$ cat src/rtl/mc_pkg.sv
// Shared types and encodings for the multicycle RV32I main control FSM.
// State enum, opcode constants, mux/ALU select encodings and the control word.
package mc_pkg;

  typedef enum logic [3:0] {
    S_FETCH,
    S_DECODE,
    S_MEMADR,
    S_MEMREAD,
    S_MEMWB,
    S_MEMWRITE,
    S_EXECR,
    S_EXECI,
    S_ALUWB,
    S_BEQ,
    S_JAL
  } state_t;

  localparam logic [6:0] OP_LW  = 7'b0000011;
  localparam logic [6:0] OP_SW  = 7'b0100011;
  localparam logic [6:0] OP_R   = 7'b0110011;
  localparam logic [6:0] OP_I   = 7'b0010011;
  localparam logic [6:0] OP_BEQ = 7'b1100011;
  localparam logic [6:0] OP_JAL = 7'b1101111;

  localparam logic [1:0] ALU_ADD   = 2'b00;
  localparam logic [1:0] ALU_SUB   = 2'b01;
  localparam logic [1:0] ALU_FUNCT = 2'b10;

  localparam logic [1:0] SRCA_PC    = 2'b00;
  localparam logic [1:0] SRCA_OLDPC = 2'b01;
  localparam logic [1:0] SRCA_RS1   = 2'b10;

  localparam logic [1:0] SRCB_RS2  = 2'b00;
  localparam logic [1:0] SRCB_IMM  = 2'b01;
  localparam logic [1:0] SRCB_FOUR = 2'b10;

  localparam logic [1:0] RES_ALUOUT = 2'b00;
  localparam logic [1:0] RES_DATA   = 2'b01;
  localparam logic [1:0] RES_ALURES = 2'b10;

  typedef struct packed {
    logic       adr_src;
    logic       ir_write;
    logic       mem_write;
    logic       reg_write;
    logic [1:0] alu_src_a;
    logic [1:0] alu_src_b;
    logic [1:0] alu_op;
    logic [1:0] result_src;
    logic       pc_update;
    logic       branch;
    logic       instr_done;
  } ctrl_t;

  function automatic logic op_supported(input logic [6:0] op);
    return (op == OP_LW) || (op == OP_SW) || (op == OP_R) ||
           (op == OP_I) || (op == OP_BEQ) || (op == OP_JAL);
  endfunction

endpackage

$ cat src/rtl/mc_ctrl_decode.sv
// Moore control word for each state of the main control FSM.
// Purely combinational; strobe gating is applied by the parent.
module mc_ctrl_decode
  import mc_pkg::*;
(
  input  state_t state,
  output ctrl_t  ctrl
);

  always_comb begin
    ctrl = '0;
    unique case (state)
      S_FETCH: begin
        ctrl.adr_src    = 1'b0;
        ctrl.ir_write   = 1'b1;
        ctrl.alu_src_a  = SRCA_PC;
        ctrl.alu_src_b  = SRCB_FOUR;
        ctrl.alu_op     = ALU_ADD;
        ctrl.result_src = RES_ALURES;
        ctrl.pc_update  = 1'b1;
      end
      S_DECODE: begin
        ctrl.alu_src_a = SRCA_OLDPC;
        ctrl.alu_src_b = SRCB_IMM;
        ctrl.alu_op    = ALU_ADD;
      end
      S_MEMADR: begin
        ctrl.alu_src_a = SRCA_RS1;
        ctrl.alu_src_b = SRCB_IMM;
        ctrl.alu_op    = ALU_ADD;
      end
      S_MEMREAD: begin
        ctrl.adr_src    = 1'b1;
        ctrl.result_src = RES_ALUOUT;
      end
      S_MEMWB: begin
        ctrl.result_src = RES_DATA;
        ctrl.reg_write  = 1'b1;
        ctrl.instr_done = 1'b1;
      end
      S_MEMWRITE: begin
        ctrl.adr_src    = 1'b1;
        ctrl.result_src = RES_ALUOUT;
        ctrl.mem_write  = 1'b1;
        ctrl.instr_done = 1'b1;
      end
      S_EXECR: begin
        ctrl.alu_src_a = SRCA_RS1;
        ctrl.alu_src_b = SRCB_RS2;
        ctrl.alu_op    = ALU_FUNCT;
      end
      S_EXECI: begin
        ctrl.alu_src_a = SRCA_RS1;
        ctrl.alu_src_b = SRCB_IMM;
        ctrl.alu_op    = ALU_FUNCT;
      end
      S_ALUWB: begin
        ctrl.result_src = RES_ALUOUT;
        ctrl.reg_write  = 1'b1;
        ctrl.instr_done = 1'b1;
      end
      S_BEQ: begin
        ctrl.alu_src_a  = SRCA_RS1;
        ctrl.alu_src_b  = SRCB_RS2;
        ctrl.alu_op     = ALU_SUB;
        ctrl.result_src = RES_ALUOUT;
        ctrl.branch     = 1'b1;
        ctrl.instr_done = 1'b1;
      end
      S_JAL: begin
        ctrl.alu_src_a  = SRCA_OLDPC;
        ctrl.alu_src_b  = SRCB_FOUR;
        ctrl.alu_op     = ALU_ADD;
        ctrl.result_src = RES_ALUOUT;
        ctrl.pc_update  = 1'b1;
        ctrl.instr_done = 1'b1;
      end
      default: ctrl = '0;
    endcase
  end

endmodule

$ cat src/rtl/mc_main_fsm.sv
// Main control FSM of the multicycle RV32I core: state register, next-state
// logic, pc_write and reset gating. MC_FSM_STALL_EN adds mem_ready holds.
module mc_main_fsm
  import mc_pkg::*;
(
  input  logic       clk,
  input  logic       reset,
  input  logic [6:0] op,
  input  logic       zero,
  input  logic       mem_ready,
  output logic       pc_write,
  output logic       adr_src,
  output logic       ir_write,
  output logic       mem_write,
  output logic       reg_write,
  output logic [1:0] alu_src_a,
  output logic [1:0] alu_src_b,
  output logic [1:0] alu_op,
  output logic [1:0] result_src,
  output logic       illegal_op,
  output logic       instr_done
);

  state_t state, state_next, dec_state;
  ctrl_t  ctrl;
  logic   mem_ack;
  logic   fetch_ok;
  logic   write_ok;

`ifdef MC_FSM_STALL_EN
  assign mem_ack = mem_ready;
`else
  logic unused_mem_ready;
  assign unused_mem_ready = mem_ready;
  assign mem_ack          = 1'b1;
`endif

  always_ff @(posedge clk) begin
    if (reset) state <= S_FETCH;
    else       state <= state_next;
  end

  always_comb begin
    state_next = S_FETCH;
    unique case (state)
      S_FETCH:    state_next = mem_ack ? S_DECODE : S_FETCH;
      S_DECODE: begin
        if ((op == OP_LW) || (op == OP_SW)) state_next = S_MEMADR;
        else if (op == OP_R)                state_next = S_EXECR;
        else if (op == OP_I)                state_next = S_EXECI;
        else if (op == OP_BEQ)              state_next = S_BEQ;
        else if (op == OP_JAL)              state_next = S_JAL;
        else                                state_next = S_FETCH;
      end
      S_MEMADR:   state_next = (op == OP_SW) ? S_MEMWRITE : S_MEMREAD;
      S_MEMREAD:  state_next = mem_ack ? S_MEMWB : S_MEMREAD;
      S_MEMWRITE: state_next = mem_ack ? S_FETCH : S_MEMWRITE;
      S_EXECR:    state_next = S_ALUWB;
      S_EXECI:    state_next = S_ALUWB;
      default:    state_next = S_FETCH;
    endcase
  end

  // Under reset the selects show FETCH values while every strobe is held low.
  assign dec_state = reset ? S_FETCH : state;

  mc_ctrl_decode u_decode (
    .state (dec_state),
    .ctrl  (ctrl)
  );

  assign fetch_ok = (state != S_FETCH) || mem_ack;
  assign write_ok = (state != S_MEMWRITE) || mem_ack;

  assign adr_src    = ctrl.adr_src;
  assign alu_src_a  = ctrl.alu_src_a;
  assign alu_src_b  = ctrl.alu_src_b;
  assign alu_op     = ctrl.alu_op;
  assign result_src = ctrl.result_src;

  assign ir_write   = !reset && ctrl.ir_write && fetch_ok;
  assign pc_write   = !reset && ((ctrl.pc_update && fetch_ok) || (ctrl.branch && zero));
  assign mem_write  = !reset && ctrl.mem_write;
  assign reg_write  = !reset && ctrl.reg_write;
  assign instr_done = !reset && ctrl.instr_done && write_ok;
  assign illegal_op = !reset && (state == S_DECODE) && !op_supported(op);

endmodule

$ cat config.mk
export PLATFORM = sky130hd
export DESIGN_NAME = mc_main_fsm
export DESIGN_NICKNAME = d
export VERILOG_FILES = /design/src/rtl/mc_pkg.sv /design/src/rtl/mc_ctrl_decode.sv /design/src/rtl/mc_main_fsm.sv
export SDC_FILE = /design/constraint.sdc
export NUM_CORES = 1
export LEC_CHECK = 0
export ABC_AREA = 1
export BUFFER_PORTS_ARGS = -buffer_cell sky130_fd_sc_hd__buf_2
export CAP_MARGIN = 20
export CORE_AREA = 2 2 39 41
export DETAILED_ROUTE_END_ITERATION = 10
export DIE_AREA = 0 0 41 43
export HOLD_SLACK_MARGIN = 0.08
export PLACE_DENSITY = 0.77
export SYNTH_ARGS = -nofsm -noshare
export SYNTH_HDL_FRONTEND = slang
export SYNTH_SLANG_ARGS = --single-unit
$ cat constraint.sdc
create_clock -name clk -period 1 [get_ports clk]
set_input_delay 0.05 -clock clk [delete_from_list [all_inputs] [get_ports clk]]
set_output_delay 0.05 -clock clk [all_outputs]
set_load 0.05 [all_outputs]
==> impl_results.md, run 1 <==
* WL final at 2300 um
* CP Launch Type: flop
* Rel. slew slack at around four fifths
* Die outline width at between 40 and 50 um
* Die Area at ~1800 um^2
* Share of the synthesized area in the top cell type at a little over a fifth
* VDD IR-drop max at ~0.80 mV
* Final setup fails at 19
* Utilization after layout at between 80% and 90%
* Critical Path AT at 1.37 ns
* Inserted Clock Buffers at 3
* First-pass GRT wire length at approximately 2800 um
* Post-synthesis sequential element count at 4
* Port bufs at 24
* Failing checks: setup timing
* Max Cap Viol at 0
* Longest Clk Path Bufs at 2
* Clk pin slew, worst setup/hold paths at about 0.030 ns
* Top cells by area, synth: nand2_1 (21%), dfxtp_1 (16%), nand3_1 (11%)
* Crit path max fanout at 6
* Ant. Diodes at 0
* CTS tree: done
* Critical path class: flop to output port
* Netlist cell types at 18
* Gpl congestion at around 0.83
* Remaining Overflow, GRT at 0
* Critical Path End Type: output port
* Cell area after synthesis at roughly 500 um^2
* Post-Place Cell Area at 812 um^2
* Area Growth Syn to Fin at 135%
* Total track usage at 23.1%
* Final Max Tran Viols at 0
* Root Buffer: clkbuf_4
* RSZ-0062 raised after global routing: yes
* I/O Pins at 26
* YS warnings at 0
* Die height at 43 um
* DRC at 0
* Routed Antenna Nets at 0
* Initial antenna violation count at 0
* Layout Skew at 0.00813 ns
* Yosys top cell by area: nand2_1
* Slowest-stage cell, CP: dfxtp_4
* Later-pin clock latency in the skew report at 0.24 ns
* Crit path top cell by count: nand2_2
* Pwr/cell area at around 580 nW/um^2
* Mapped Nets at 105
* Crit path largest cell delay at 0.40 ns
* Max Clock Freq at 0.706 GHz
* Worst-margin pin slew at 0.271 ns
* Detailed Route Iter0 Violations at 28
* Final Hold Fails at 0
* Worst hold path type: input port to flop
* DRT Pass-1 Iters at 4
* Cell Rows at 14
* Vias per cell at 5.17
* Core area at between 1000 and 1500 um^2
* Post-Synthesis Cells at 94
* Post-route minimum period at 1.42 ns
* Largest register by flop count: state
* NumNets Final at between 150 and 200
* Top Registers: state x4
* Syn avg cell area at 5.30 um^2
* Critical Path RT at 0.95 ns
* Status: finished, violations left
* Final Cycle Share at 142%
* Share of cells above drive strength 1 at 73.6%
* Dpl hpwl at 1250 um
* Post-route setup slack at -0.417 ns
* Post-DR wirelength/cell at ~15 um
* Vias at a little over 800
* CP Cell Sequence: inv_4 -> nor2_4 -> nand2_2 -> nand2_2 -> nand2_2 -> nand4_1 -> buf_6
* Leakage at around 0.56 nW
* Max reg flops at 4
* Post-route cell area at between 1000 and 1500 um^2
* Via count of the first global-routing pass at 737
* CTS Sinks at 4
* Largest net degree at the start of global routing at 7
* Starting Density at roughly 36%
* Part of the Yosys area used for sequential elements at 16.1%
* Htree depth at 1
power by group:
part           internal [W]  total (W)  leakage, nW  switching (W)
Combinational      0.000122   0.000311        0.514       0.000189
Sequential         0.000156   0.000165       0.0355     0.00000903
Clock              0.000134   0.000200       0.0138      0.0000657
Total              0.000413   0.000677        0.563       0.000264
layer usage:
metal / wire length (um) / global-route usage, % / part of all wire, % / vias up
met1: 835 / 21.2 / 36 / 365
met3: 150 / 5.76 / 6.5 / 8
li1: - / - / - / 386
met5: 0 / 0 / 0 / -
met2: 1260 / 43.4 / 55 / 48
met4: 57 / 9.33 / 2.5 / 0
path summary, 6_finish.rpt:
path / startpoint / to / slack [ns] / depth (start not counted)
worst max-delay path: state[2] / instr_done / -0.42 / 7
worst min-delay path: op[6] / state[2] / 0.14 / 4
worst max register to register: state[2] / state[1] / -0.24 / 8
worst min register to register: state[2] / state[3] / 0.54 / 2
cell usage after synthesis:
cell type and count:
nand2_1 28, nor2_1 13, inv_1 12, nand3_1 11, inv_2 5, a21oi_1 4, dfxtp_1 4, nand2_2 3
nor2_2 3, nor2_4 2, o21ai_0 2, a21oi_2 1, buf_6 1, inv_4 1, nand4_1 1, nor3_2 1
o211ai_1 1, o21ai_1 1
kinds of logic after synthesis:
| family | Yosys count | share of synthesized area [%] |
|---|---|---|
| flops | 4 | 16.1 |
| buf+inv | 19 | 16.3 |
| compound gates | 9 | 10.3 |
| simple gates | 62 | 57.3 |
repair_timing:
item,CTS,global route
endpoints found under the hold margin,0,0
buffers inserted,2,5
hold buffers,0,0
resized for setup,56,33
pin swaps,11,13
setup endpoints to repair,19,19
cells in the final DEF (no fill, tap or decap), types with 3 or more instances in the layout:
| cell | synthesis | final |
|---|---|---|
| nand3_2 | 0 | 6 |
| nand2_2 | 3 | 9 |
| buf_6 | 1 | 10 |
| inv_4 | 1 | 4 |
| nor2_4 | 2 | 9 |
| nor2_2 | 3 | 4 |
| a21oi_2 | 1 | 4 |
| nand2_1 | 28 | 16 |
| clkbuf_4 | 0 | 3 |
| dfxtp_4 | 0 | 4 |
| buf_2 | 0 | 10 |
| inv_1 | 12 | 8 |
| buf_8 | 0 | 9 |
| inv_2 | 5 | 3 |
| clkinvlp_4 | 0 | 3 |
| nand2_4 | 0 | 5 |
| nand3_1 | 11 | 4 |
| nor2_1 | 13 | 5 |
| buf_4 | 0 | 15 |
critical path, delay by kind of cell, from the launching register on:
family,cells,cell delay (ns)
buf+inv,2,0.23
flops,1,0.40
simple gates,5,0.50
area by class of cell:
class	instances	area [um^2]
Sequential cell	4	95.1
Tap cell	16	20.0
Multi-Input combinational cell	71	536
Fill cell	62	211
Clock buffer	3	22.5
Timing Repair Buffer	44	410
Inverter	18	88.8
stage by stage:
step | power [W] | setup slack, ns | hold slack (ns) | TNS [ns] | instances
floorplan | 0.000327 | -0.437 | 0.247 | -1.67 | 94
global placement | 0.000398 | -0.195 | 0.376 | -2.31 | 149
detailed placement | 0.000402 | -0.213 | 0.379 | -2.66 | 149
CTS | 0.000648 | -0.336 | 0.128 | -4.61 | 152
global route | 0.000717 | -0.453 | 0.172 | -6.57 | 156
finish | 0.000677 | -0.417 | 0.141 | -5.74 | 156
(Power assumes the default switching activity.)
==> run 2: changes to the inputs <==
CORE_AREA = default   (was 2 2 39 41)
CORE_MARGIN = 2   (was default)
CORE_UTILIZATION = 30   (was default)
DIE_AREA = default   (was 0 0 41 43)
PLACE_DENSITY = 0.66   (was 0.77)
==> run 2 against run 1 <==
  * Non-clock buffer count up 2
  * Sequential cell count did not move
  * Critical path type unchanged
  * Highest routed layer unchanged
  * Routed wire length fell by 12%
  * Cell area increased by 1.4%
  * The flow still finishes with violations (setup timing)
  * Via count decreased by 5.2%
  * Power decreased by 0.73%
  * Sequential share of layout area is 0.32 points lower
  * Die area grew 14%
  * Largest power group unchanged
  * Combinational power barely moved
==> impl_results.md, run 2 (same netlist as run 1, synthesis figures left out) <==
* DRC at 0 (unchanged)
* Root Buffer: clkbuf_4 (unchanged)
* Rel. slew slack at 80.9% (was 81.9%)
* Detailed Route Iter0 Violations at 6 (was 28)
* Core area at 1520 um^2 (was 1380 um^2)
* Crit path max fanout at 4 (was 6)
* CTS Sinks at 4 (unchanged)
* I/O Pins at 26 (unchanged)
* Worst hold path type: input port to flop (unchanged)
* RR Startpoint: state[2] (unchanged)
* Leakage at 0.573 nW (was 0.563 nW)
* Ant. Diodes at 0 (unchanged)
* Critical R2R Capture: state[0] (was state[1])
* Pwr/cell area at 565 nW/um^2 (was 577 nW/um^2)
* Routed Antenna Nets at 0 (unchanged)
* Initial antenna violation count at 0 (unchanged)
* RSZ-0062 raised after global routing: yes (unchanged)
* CP Launch Type: flop (unchanged)
* Area Growth Syn to Fin at 139% (was 135%)
* Largest register by flop count: state (unchanged)
* Layout Skew at 0.00363 ns (was 0.00813 ns)
* Htree depth at 1 (unchanged)
* CTS tree: done (unchanged)
* Cell Rows at 14 (unchanged)
* VDD IR-drop max at 0.572 mV (was 0.800 mV)
* Worst Reg-to-Reg Cells at 8 (unchanged)
* Final Hold Fails at 0 (unchanged)
* Minimum hold slack at 0.159 ns (was 0.141 ns)
* Gpl congestion at 0.774 (was 0.825)
* Most common library cell in the layout ignoring fill and taps: buf_4 (was nand2_1)
* Vias per cell at 4.84 (was 5.17)
* Final Cycle Share at 137% (was 142%)
* Max Clock Freq at 0.728 GHz (was 0.706 GHz)
* Critical Path AT at 1.32 ns (was 1.37 ns)
* Final Max Tran Viols at 0 (unchanged)
* Critical Path RT at 0.95 ns (about the same)
* Post-route minimum period at 1.37 ns (was 1.42 ns)
* Dpl hpwl at 1280 um (was 1250 um)
* Top Registers: state x4 (unchanged)
* Worst-margin pin slew at 0.285 ns (was 0.271 ns)
* Post-DR wirelength/cell at 12.9 um (was 14.8 um)
* Total track usage at 21.6% (was 23.1%)
* Die height at 44.7 um (was 43 um)
* Vias at 765 (was 807)
* NumNets Final at 155 (was 153)
* Remaining Overflow, GRT at 0 (unchanged)
* Hold Path Depth at 4 (unchanged)
* Critical Path End Type: output port (unchanged)
* Later-pin clock latency in the skew report at 0.23 ns (was 0.24 ns)
* Share of cells above drive strength 1 at 75.4% (was 73.6%)
* Die Area at 2000 um^2 (was 1760 um^2)
* Port bufs at 24 (unchanged)
* Post-route setup slack at -0.373 ns (was -0.417 ns)
* Die outline width at 44.7 um (was 41 um)
* Status: finished, violations left (unchanged)
* Longest Clk Path Bufs at 2 (unchanged)
* R2r setup slk at -0.23 ns (was -0.24 ns)
* WL final at 2040 um (was 2300 um)
* Max Cap Viol at 0 (unchanged)
* Hold path endpoint: state[2] (unchanged)
* Failing checks: setup timing (unchanged)
* Most frequent cells in the layout: buf_4 (17), nand2_1 (15), buf_6 (13), nand2_2 (11) (was nand2_1 (16), buf_4 (15), buf_2 (10), buf_6 (10))
* Max reg flops at 4 (unchanged)
* Largest net degree at the start of global routing at 7 (unchanged)
* Final setup fails at 19 (unchanged)
* Clk pin slew, worst setup/hold paths at 0.04 ns (was 0.03 ns)
* Via count of the first global-routing pass at 756 (was 737)
* DRT Pass-1 Iters at 4 (unchanged)
* Filler instances at 108 (was 62)
* Hold_sp: op[6] (unchanged)
* Critical path class: flop to output port (unchanged)
* Starting Density at 32.7% (was 36.0%)
* Place WS at -0.198 ns (was -0.213 ns)
* Inserted Clock Buffers at 3 (unchanged)
* First-pass GRT wire length at 3170 um (was 2790 um)
-- run 2: worst max path at each step --
stage	startpoint	to	cells after the start
6_report	state[1]	alu_src_b[0]	5
4_1_cts	state[0]	instr_done	7
5_1_grt	state[1]	alu_src_b[0]	5
3_3_place_gp	state[0]	pc_write	6
2_1_floorplan	state[0]	instr_done	6
3_5_place_dp	state[0]	pc_write	6
-- run 2: what timing repair did --
| item | CTS | global route |
|---|---|---|
| gates resized for setup | 63 | 28 |
| endpoints found under the setup margin | 19 | 19 |
| hold buffers | 0 | 0 |
| pin swaps | 12 | 7 |
| buffers inserted | 1 | 3 |
-- run 2: area by class of cell --
class                      count  area, um^2  share of cell area, %
inverter                      18        91.3                   7.68
tap                           16        20.0                   1.68
timing repair buffer          46         424                   35.7
sequential                     4        92.6                   7.79
multi-input combinational     71         538                   45.3
clock buffer                   3        22.5                   1.89
-- run 2: power breakdown --
part / internal [W] / switching [W]
logic: 0.000126 / 0.000188
registers: 0.000159 / 0.00000751
clock network: 0.000134 / 0.0000576
-- run 2: layer usage --
layer | track usage (%) | up-vias | wire length [um]
li1 | - | 389 | -
met1 | 22.4 | 352 | 742
met2 | 42.6 | 22 | 1200
met3 | 4.00 | 2 | 75
met4 | 6.67 | 0 | 12
met5 | 0 | - | 0
-- run 2: critical path, cell delays in order, from the launching register on --
cell and delay [ns]:
dfxtp_2 0.37, inv_4 0.07, nor2_2 0.21, nand3_1 0.17, nand3_4 0.12, buf_8 0.14
-- run 2: through the flow --
stage	util, %	total power, W	cells	area (um^2)	TNS (ns)
finish	78.0	0.000672	158	1190	-5.34
global route	78.0	0.000718	158	1190	-6.42
CTS	71.4	0.000655	158	1090	-4.83
detailed placement	55.7	0.000409	154	850	-2.63
global placement	55.7	0.000405	154	850	-2.29
floorplan	-	0.000327	94	563	-1.67
